File: config.mk
export PLATFORM = sky130hd
export DESIGN_NAME = clk_map_poller
export DESIGN_NICKNAME = d
export VERILOG_FILES = /design/src/rtl/clk_map_pkg.sv /design/src/rtl/clk_map_gate_timer.sv /design/src/rtl/clk_map_poller.sv
export SDC_FILE = /design/constraint.sdc
export NUM_CORES = 1
export LEC_CHECK = 0
export BUFFER_PORTS_ARGS = -buffer_cell sky130_fd_sc_hd__buf_2
export CAP_MARGIN = 30
export CORE_ASPECT_RATIO = 0.75
export CORE_UTILIZATION = 23
export CTS_CLUSTER_DIAMETER = 100
export DETAILED_ROUTE_END_ITERATION = 8
export PLACE_DENSITY = 0.55
export SLEW_MARGIN = 20
export SYNTH_ARGS = -nofsm -noshare
export SYNTH_HDL_FRONTEND = slang
export SYNTH_SLANG_ARGS = --single-unit
File: constraint.sdc
create_clock -name clk -period 5.42 [get_ports clk]
set_input_delay 0.813 -clock clk [delete_from_list [all_inputs] [get_ports clk]]
set_output_delay 0.813 -clock clk [all_outputs]
set_load 0.05 [all_outputs]
File: src/rtl/clk_map_pkg.sv
// clk_map_pkg: shared FSM states and PIO edge-capture register constants for clk_map_poller.
package clk_map_pkg;
  typedef enum logic [1:0] {IDLE, RD, WAIT, CLR} state_t;
  localparam logic [1:0] DATA = 2'd0;
  localparam logic [1:0] EDGE_CAP = 2'd3;
  localparam logic [31:0] CLR_WORD = 32'h1;
endpackage

File: src/rtl/clk_map_gate_timer.sv
// clk_map_gate_timer: counts enabled clk cycles and pulses expire on the last cycle of each gate window.
module clk_map_gate_timer #(
  parameter int GATE_CYCLES = 1000
) (
  input  logic clk,
  input  logic reset_n,
  input  logic enable,
  output logic expire
);
  localparam int W = $clog2(GATE_CYCLES);
  logic [W-1:0] cnt;
  assign expire = enable && cnt == W'(GATE_CYCLES - 1);
  always_ff @(posedge clk or negedge reset_n) begin
    if (!reset_n) cnt <= '0;
    else cnt <= (!enable || expire) ? '0 : cnt + 1'b1;
  end
endmodule

File: src/rtl/clk_map_poller.sv
// clk_map_poller: polls a PIO edge-capture register, clears it on each hit and reports hits per gate window.
// Defining CLK_MAP_POLLER_IRQ_EN adds the irq/irq_ack interrupt ports.
module clk_map_poller
  import clk_map_pkg::*;
#(
  parameter int GATE_CYCLES = 1000,
  parameter int CNT_W = 16
) (
  input  logic clk,
  input  logic reset_n,
  input  logic enable,
  output logic [1:0] pio_address,
  output logic pio_chipselect,
  output logic pio_write_n,
  output logic [31:0] pio_writedata,
  input  logic [31:0] pio_readdata,
  output logic [CNT_W-1:0] result,
  output logic result_valid,
  output logic busy
`ifdef CLK_MAP_POLLER_IRQ_EN
  ,
  input  logic irq_ack,
  output logic irq
`endif
);
  state_t state, next;
  logic expire, flag, hit, unused_rdata;
  logic [CNT_W-1:0] events, closing;
  assign flag = pio_readdata[0];
  assign unused_rdata = ^pio_readdata[31:1];
  assign hit = state == WAIT && flag;
  // a hit on the expiry cycle still belongs to the window being closed
  assign closing = (hit && events != '1) ? events + 1'b1 : events;
  clk_map_gate_timer #(.GATE_CYCLES(GATE_CYCLES)) u_gate (
    .clk(clk),
    .reset_n(reset_n),
    .enable(enable),
    .expire(expire)
  );
  always_ff @(posedge clk or negedge reset_n) begin
    if (!reset_n) state <= IDLE;
    else state <= next;
  end
  always_comb begin
    next = state;
    pio_chipselect = 1'b0;
    pio_write_n = 1'b1;
    pio_address = DATA;
    pio_writedata = '0;
    busy = state != IDLE;
    next = state == IDLE ? (enable ? RD : IDLE) :
           state == RD   ? WAIT :
           state == WAIT ? (flag ? CLR : (enable ? RD : IDLE)) :
                           (enable ? RD : IDLE);
    pio_chipselect = state == RD || state == CLR;
    pio_write_n = state != CLR;
    pio_address = pio_chipselect ? EDGE_CAP : DATA;
    pio_writedata = state == CLR ? CLR_WORD : '0;
  end
  always_ff @(posedge clk or negedge reset_n) begin
    if (!reset_n) begin
      events <= '0;
      result <= '0;
      result_valid <= 1'b0;
    end else begin
      result_valid <= expire;
      if (expire) result <= closing;
      events <= (!enable || expire) ? '0 : closing;
    end
  end
`ifdef CLK_MAP_POLLER_IRQ_EN
  always_ff @(posedge clk or negedge reset_n) begin
    if (!reset_n) irq <= 1'b0;
    else irq <= result_valid || (irq && !irq_ack);
  end
`endif
endmodule

==> qor.log, run 1 <==
[power] combinational share of power 0.235
[yosys] cell taking the most area after synthesis sky130_fd_sc_hd__dfrtp_1
[power] sum of internal, switching and leakage power 866 uW
[yosys] Synth area leaders sky130_fd_sc_hd__dfrtp_1, sky130_fd_sc_hd__buf_4, sky130_fd_sc_hd__nor2_1
[global_routing] GR Layer Usage met2 0.122
[worst_hold_path] worst min-delay path category input port to async pin
[timing] Final setup violation count 0
[placed_design] final HPWL from detailed placement 2.99 mm
[cts] level count of the clock H-tree 2
[global_routing] met1 usage 0.133
[cts] clock-pin slew on the worst setup and hold paths 0.06 ns
[timing] maximum clock rate 475 MHz
[power] highest ir drop seen on vdd 0.000107 V
[final_layout] number of standard cells in the layout, taps in and fillers out 380
[timing] number of max-slew violations in the final report 0
[yosys] synthesized netlist cell count 227
[yosys] most used flip-flop cell after synthesis sky130_fd_sc_hd__dfrtp_1
[final_layout] final net count 289
[drt] overall via count from detail_route 1,440
[global_routing] vias in the first global route 1,350
[yosys] area share of the leading cell type in the synthesized netlist 0.500
[power] Seq pwr share 0.425
[yosys] top post-synthesis cells by count sky130_fd_sc_hd__dfrtp_1, sky130_fd_sc_hd__nor2_1, sky130_fd_sc_hd__buf_4, sky130_fd_sc_hd__a21oi_1, sky130_fd_sc_hd__xnor2_1
[global_routing] layer carrying the most global-route usage met1
[yosys] synthesized area per cell 9.92 um2
[placed_design] placer's final routability congestion estimate 0.716
[global_routing] number of antenna violations at the first check in global routing 0
[flow_run] number of violations of the max-capacitance limit 0
[power] reported leakage power 1.18 nW
[timing] count of endpoints failing hold in the final timing report 0
[drt] average wire per standard cell 11.1 um
[setup_path] CP Data Arrival Time 2.26 ns
[setup_path] FF-to-FF Start events[0]
[floorplanning] die boundary width 116 um
[timing] Relative slew margins 0.472
[final_layout] share of cells above drive strength 1 0.175
[power] relative contribution of the clock network to total power 0.341
[power] power per standard cell area 339 nW/um2
[power] net switching share of the total power 0.342
[power] internal power 569 uW
[yosys] number of flops mapped to enable cells by yosys 0
[yosys] post-synthesis cell type count 35
[cts] Setup Buffers After CTS 0
[yosys] sequential-to-total area share from yosys stat 0.500
[setup_path] required time at the worst-slack endpoint 5.57 ns
[timing] setup repair after global routing missed its margin no
[timing] total negative slack for setup checks 0 ns
[yosys] netlist area before placement 2250 um2
[status] outcome finished, final reports clean
[drt] first-pass detailed-route iteration total 5
[floorplanning] DIE AREA 10,200 um2
[drt] remaining number of nets flagged by the antenna check after routing 0
[setup_path] highest fanout seen on the critical path 7
[setup_path] CP endpoint kind flop
[drt] wire length after detailed routing 4.23 mm
[global_routing] total gr overflow 0
[floorplanning] core region area 9270 um2
[placed_design] Post-Place Cells 373
[floorplanning] count of pins on the block boundary 89
[final_layout] Area Overhead vs Synth 13.5%
[drt] mean number of vias per cell 3.79
[cts] cts bufs inserted 5
[cts] clock sink count 45
[setup_path] Worst setup SP type flop
[floorplanning] initial core utilization 0.243
[final_layout] number of inserted diodes 0
[yosys] Synth Warn # 0
[power] Net Switching 296 uW
[cts] maximum buffer depth of the clock tree 2
[setup_path] Worst Path Class, Setup flop to flop
[timing] Slew @ Worst Pin 0.791 ns
[placed_design] Port Buf Inserts 26
[cts] hold bufs inserted after CTS 0
[drt] count of unresolved DRC violations after routing 0
[yosys] flops & latches, synth 45
[cts] root buffer cell sky130_fd_sc_hd__clkbuf_16
[setup_path] launching instance or port of the critical path events[0]
[yosys] fraction of synthesis flops using an asynchronous set or reset pin 1.00
[drt] drt initial violations 44
[global_routing] maximum number of pins on one net before global-route repair 33
[global_routing] Global Route met3 Usage 0.0235
[global_routing] wire length of the first global-routing pass 6.94 mm
[timing] fin crit period 2.10 ns
[final_layout] core occupancy in the finished layout 0.275
[global_routing] global-route usage over all layers 0.0909
[timing] worst clock skew 0.00442 ns
[floorplanning] DIE HEIGHT 87.7 um
[cts] worst-skew pair later-pin latency 0.28 ns
[cts] cts repair resizes 0
[timing] Final Cycle Share 0.388
[floorplanning] row cnt 30
[cts] clock tree from TritonCTS done
[placed cells by master (no fill, tap or decap), drive strengths merged, types with 2 or more instances in the layout]
cell	instances
ha	2
nand3	5
a21oi	15
inv	4
nor2	45
nor3	4
dfrtp	45
nand4	8
nand2	12
and3	3
xor2	8
nor4	4
or2	2
nor4b	2
xnor2	14
mux2i	2
buf	29
conb	31
clkbuf	7
[path summary, 6_finish.rpt]
path / end / cells past startpoint / slack [ns]
max in group asynchronous: result[3] / 2 / 4.45
worst min-delay path: result[12] / 1 / 0.47
min in group clk: u_gate.cnt[0] / 1 / 0.47
worst min register to register: u_gate.cnt[0] / 1 / 0.47
worst max-delay path: result[0] / 7 / 3.32
worst max register to register: result[0] / 7 / 3.32
[cell type report]
type	instances	area, um2
fillers	971	6720
inverters	4	15.0
clock buffers	7	143
flip-flops and latches	45	1130
well taps	128	160
multi-input cells	167	945
repair buffers	29	165
[metal layers]
layer | vias up | routed length, um
met1 | 670 | 2270
met2 | 36 | 1730
met3 | 2 | 170
li1 | 732 | -
met4 | 0 | 55
met5 | - | 0
[power groups by stage]
stage | Sequential (mW) | Clock [mW] | Combinational, mW
6_report | 0.368 | 0.295 | 0.203
5_1_grt | 0.370 | 0.318 | 0.218
4_1_cts | 0.368 | 0.305 | 0.205
3_5_place_dp | 0.374 | 0 | 0.205
3_3_place_gp | 0.372 | 0 | 0.202
2_1_floorplan | 0.392 | 0 | 0.171
[cell families after synthesis]
group,after synthesis,synth area share
other,1,0.00167
XOR/XNOR,22,0.0856
AND/OR/NAND/NOR,92,0.216
adder cells (fa/ha/maj),2,0.0111
multiplexers,2,0.00889
AO/OA/AOI/OAI,18,0.0428
flip-flops,45,0.500
buffers and inverters,45,0.134
[state kept, by name, summed over array words and instances (netlist names)]
name	count
state	2
result_valid	1
events	16
u_gate.cnt	10
result	16
[worst max-delay path: stages (launching register included)]
cell                      delay [ns]
sky130_fd_sc_hd__dfrtp_1        0.40
sky130_fd_sc_hd__ha_1           0.20
sky130_fd_sc_hd__nand4_1        0.18
sky130_fd_sc_hd__nor4_2         0.51
sky130_fd_sc_hd__buf_4          0.27
sky130_fd_sc_hd__nor2_1         0.09
sky130_fd_sc_hd__xnor2_1        0.23
sky130_fd_sc_hd__a21oi_1        0.10
[stage by stage]
step                setup slack [ns]  hold slack (ns)  instance area [um2]
floorplan                       3.36            0.425                 2360
global placement                3.05            0.447                 2390
detailed placement              3.02            0.461                 2410
CTS                             3.29            0.469                 2550
global route                    3.06            0.490                 2550
finish                          3.32            0.471                 2550
Note: power is estimated with default switching activity, not from simulation.
==> run 2, diff against run 1 <==
==> constraint.sdc (replaced) <==
create_clock -name clk -period 2.07 [get_ports clk]
set_input_delay 0.3105 -clock clk [delete_from_list [all_inputs] [get_ports clk]]
set_output_delay 0.3105 -clock clk [all_outputs]
set_load 0.05 [all_outputs]
==> qor.log, run 2 (synthesis results as in run 1) <==
[floorplanning] die boundary width 116 um
[setup_path] Worst Path Class, Setup flop to flop
[drt] average wire per standard cell 10.7 um
[placed_design] Port Buf Inserts 26
[worst_hold_path] worst min-delay path category input port to async pin
[final_layout] leading cell types in the layout, fill and taps excluded sky130_fd_sc_hd__dfrtp_1, sky130_fd_sc_hd__nor2_1, sky130_fd_sc_hd__conb_1
[drt] remaining number of nets flagged by the antenna check after routing 0
[power] net switching share of the total power 0.352
[global_routing] maximum number of pins on one net before global-route repair 46
[power] combinational share of power 0.245
[setup_path] CP Data Arrival Time 2.00 ns
[timing] total negative slack for setup checks 0 ns
[timing] Final Cycle Share 0.888
[flow_run] number of violations of the max-capacitance limit 0
[cts] clock sink count 45
[timing] post-route worst hold slack 0.101 ns
[global_routing] global-route usage over all layers 0.0867
[floorplanning] initial core utilization 0.243
[cts] root buffer cell sky130_fd_sc_hd__clkbuf_16
[power] power per standard cell area 874 nW/um2
[global_routing] wire length of the first global-routing pass 6.60 mm
[cts] level count of the clock H-tree 2
[setup_path] cell breakdown of the critical path ha_1 -> nand4_1 -> nor4_2 -> buf_4 -> nor4b_1 -> xnor2_1 -> a21oi_1
[setup_path] worst-case reg-to-reg path depth 7
[placed_design] worst slack, placed 0.177 ns
[setup_path] peak per-stage delay on the critical path 0.41 ns
[timing] Relative slew margins 0.627
[final_layout] most common cell after layout, fill and taps aside sky130_fd_sc_hd__dfrtp_1
[final_layout] leading registers by flop count events x16, result x16, u_gate.cnt x10
[power] highest ir drop seen on vdd 0.000338 V
[power] Seq pwr share 0.419
[power] reported leakage power 1.21 nW
[floorplanning] row cnt 30
[cts] cts bufs inserted 5
[timing] worst clock skew 0.00457 ns
[setup_path] highest fanout seen on the critical path 7
[floorplanning] count of pins on the block boundary 89
[global_routing] vias in the first global route 1,282
[drt] wire length after detailed routing 4.12 mm
[placed_design] Post-Place Cells 378
[drt] drt initial violations 27
[cts] Setup Buffers After CTS 0
[power] Net Switching 800 uW
[cts] cts repair resizes 0
[timing] Final setup violation count 0
[placed_design] placer's final routability congestion estimate 0.732
[drt] first-pass detailed-route iteration total 4
[floorplanning] DIE AREA 10,200 um2
[drt] count of unresolved DRC violations after routing 0
[cts] worst-skew pair later-pin latency 0.29 ns
[timing] fin crit period 1.84 ns
[cts] hold bufs inserted after CTS 0
[timing] maximum clock rate 544 MHz
[cts] clock tree from TritonCTS done
[final_layout] final net count 294
[final_layout] share of cells above drive strength 1 0.202
[final_layout] number of standard cells in the layout, taps in and fillers out 386
[drt] mean number of vias per cell 3.79
[power] internal power 1.48 mW
[timing] count of endpoints failing hold in the final timing report 0
[placed_design] final HPWL from detailed placement 2.93 mm
[timing] setup repair after global routing missed its margin no
[final_layout] Area Overhead vs Synth 15.6%
[setup_path] required time at the worst-slack endpoint 2.23 ns
[setup_path] Worst setup SP type flop
[setup_path] CP endpoint kind flop
[power] relative contribution of the clock network to total power 0.335
[drt] overall via count from detail_route 1,462
[cts] maximum buffer depth of the clock tree 2
[setup_path] standard cell with the maximum stage delay on the critical path sky130_fd_sc_hd__dfrtp_1
[timing] number of max-slew violations in the final report 0
[timing] final setup slack of the worst path 0.232 ns
[global_routing] number of antenna violations at the first check in global routing 0
[floorplanning] core region area 9270 um2
[floorplanning] DIE HEIGHT 87.7 um
[cts] clock-pin slew on the worst setup and hold paths 0.06 ns
[status] outcome finished, final reports clean
[final_layout] number of inserted diodes 0
[global_routing] total gr overflow 0
[timing] Slew @ Worst Pin 0.560 ns
run 2: cell types whose count changed in the layout (fill, tap and decap cells not counted):
cell / delta
sky130_fd_sc_hd__buf_4: +5
sky130_fd_sc_hd__clkbuf_8: -1
sky130_fd_sc_hd__clkinv_2: +2
sky130_fd_sc_hd__xnor2_1: -2
sky130_fd_sc_hd__xnor2_2: +2
run 2: final timing paths:
kind	slack [ns]	start	endpoint
setup / recovery	0.23	events[0]	result[4]
hold / removal	0.10	reset_n	events[12]
setup reg to reg	0.23	events[0]	result[4]
hold reg to reg	0.46	u_gate.cnt[0]	u_gate.cnt[0]
max in group asynchronous	1.59	reset_n	result[3]
min in group clk	0.28	enable	state[0]
run 2: cell type report:
type,instances,area [um2]
fill,994,6670
sequential,45,1130
multi-input combinational,167,960
timing repair buffer,34,203
tap,128,160
clock buffer,6,129
inverter,4,15.0
clock inverter,2,10.0
run 2: routing by layer:
metal | wire (um) | GRT usage
met2 | 1700 | 0.115
met4 | 63 | 0.0490
met1 | 2200 | 0.125
met3 | 152 | 0.0235
met5 | 0 | 0
run 2: power by group through the flow:
stage	Combinational [mW]	Clock (mW)	Sequential (mW)
after floorplan	0.447	0	1.03
after global placement	0.561	0	0.971
after detailed placement	0.564	0	0.972
after CTS	0.565	0.790	0.956
after global routing	0.596	0.824	0.962
final	0.558	0.763	0.954
run 2: worst max-delay path: cells and delay by family, from the launching register on:
kind	cells	cell delay [ns]
compound gates	1	0.09
buf+inv	1	0.18
simple gates	3	0.60
fa+ha+maj	1	0.23
xor+xnor	1	0.20
flops	1	0.41
run 2: stage by stage:
step	instance area, um2	util	power [mW]
2_1_floorplan	2360	-	1.47
3_3_place_gp	2450	0.264	1.53
3_5_place_dp	2450	0.264	1.54
4_1_cts	2590	0.279	2.31
5_1_grt	2600	0.281	2.38
6_report	2600	0.281	2.28
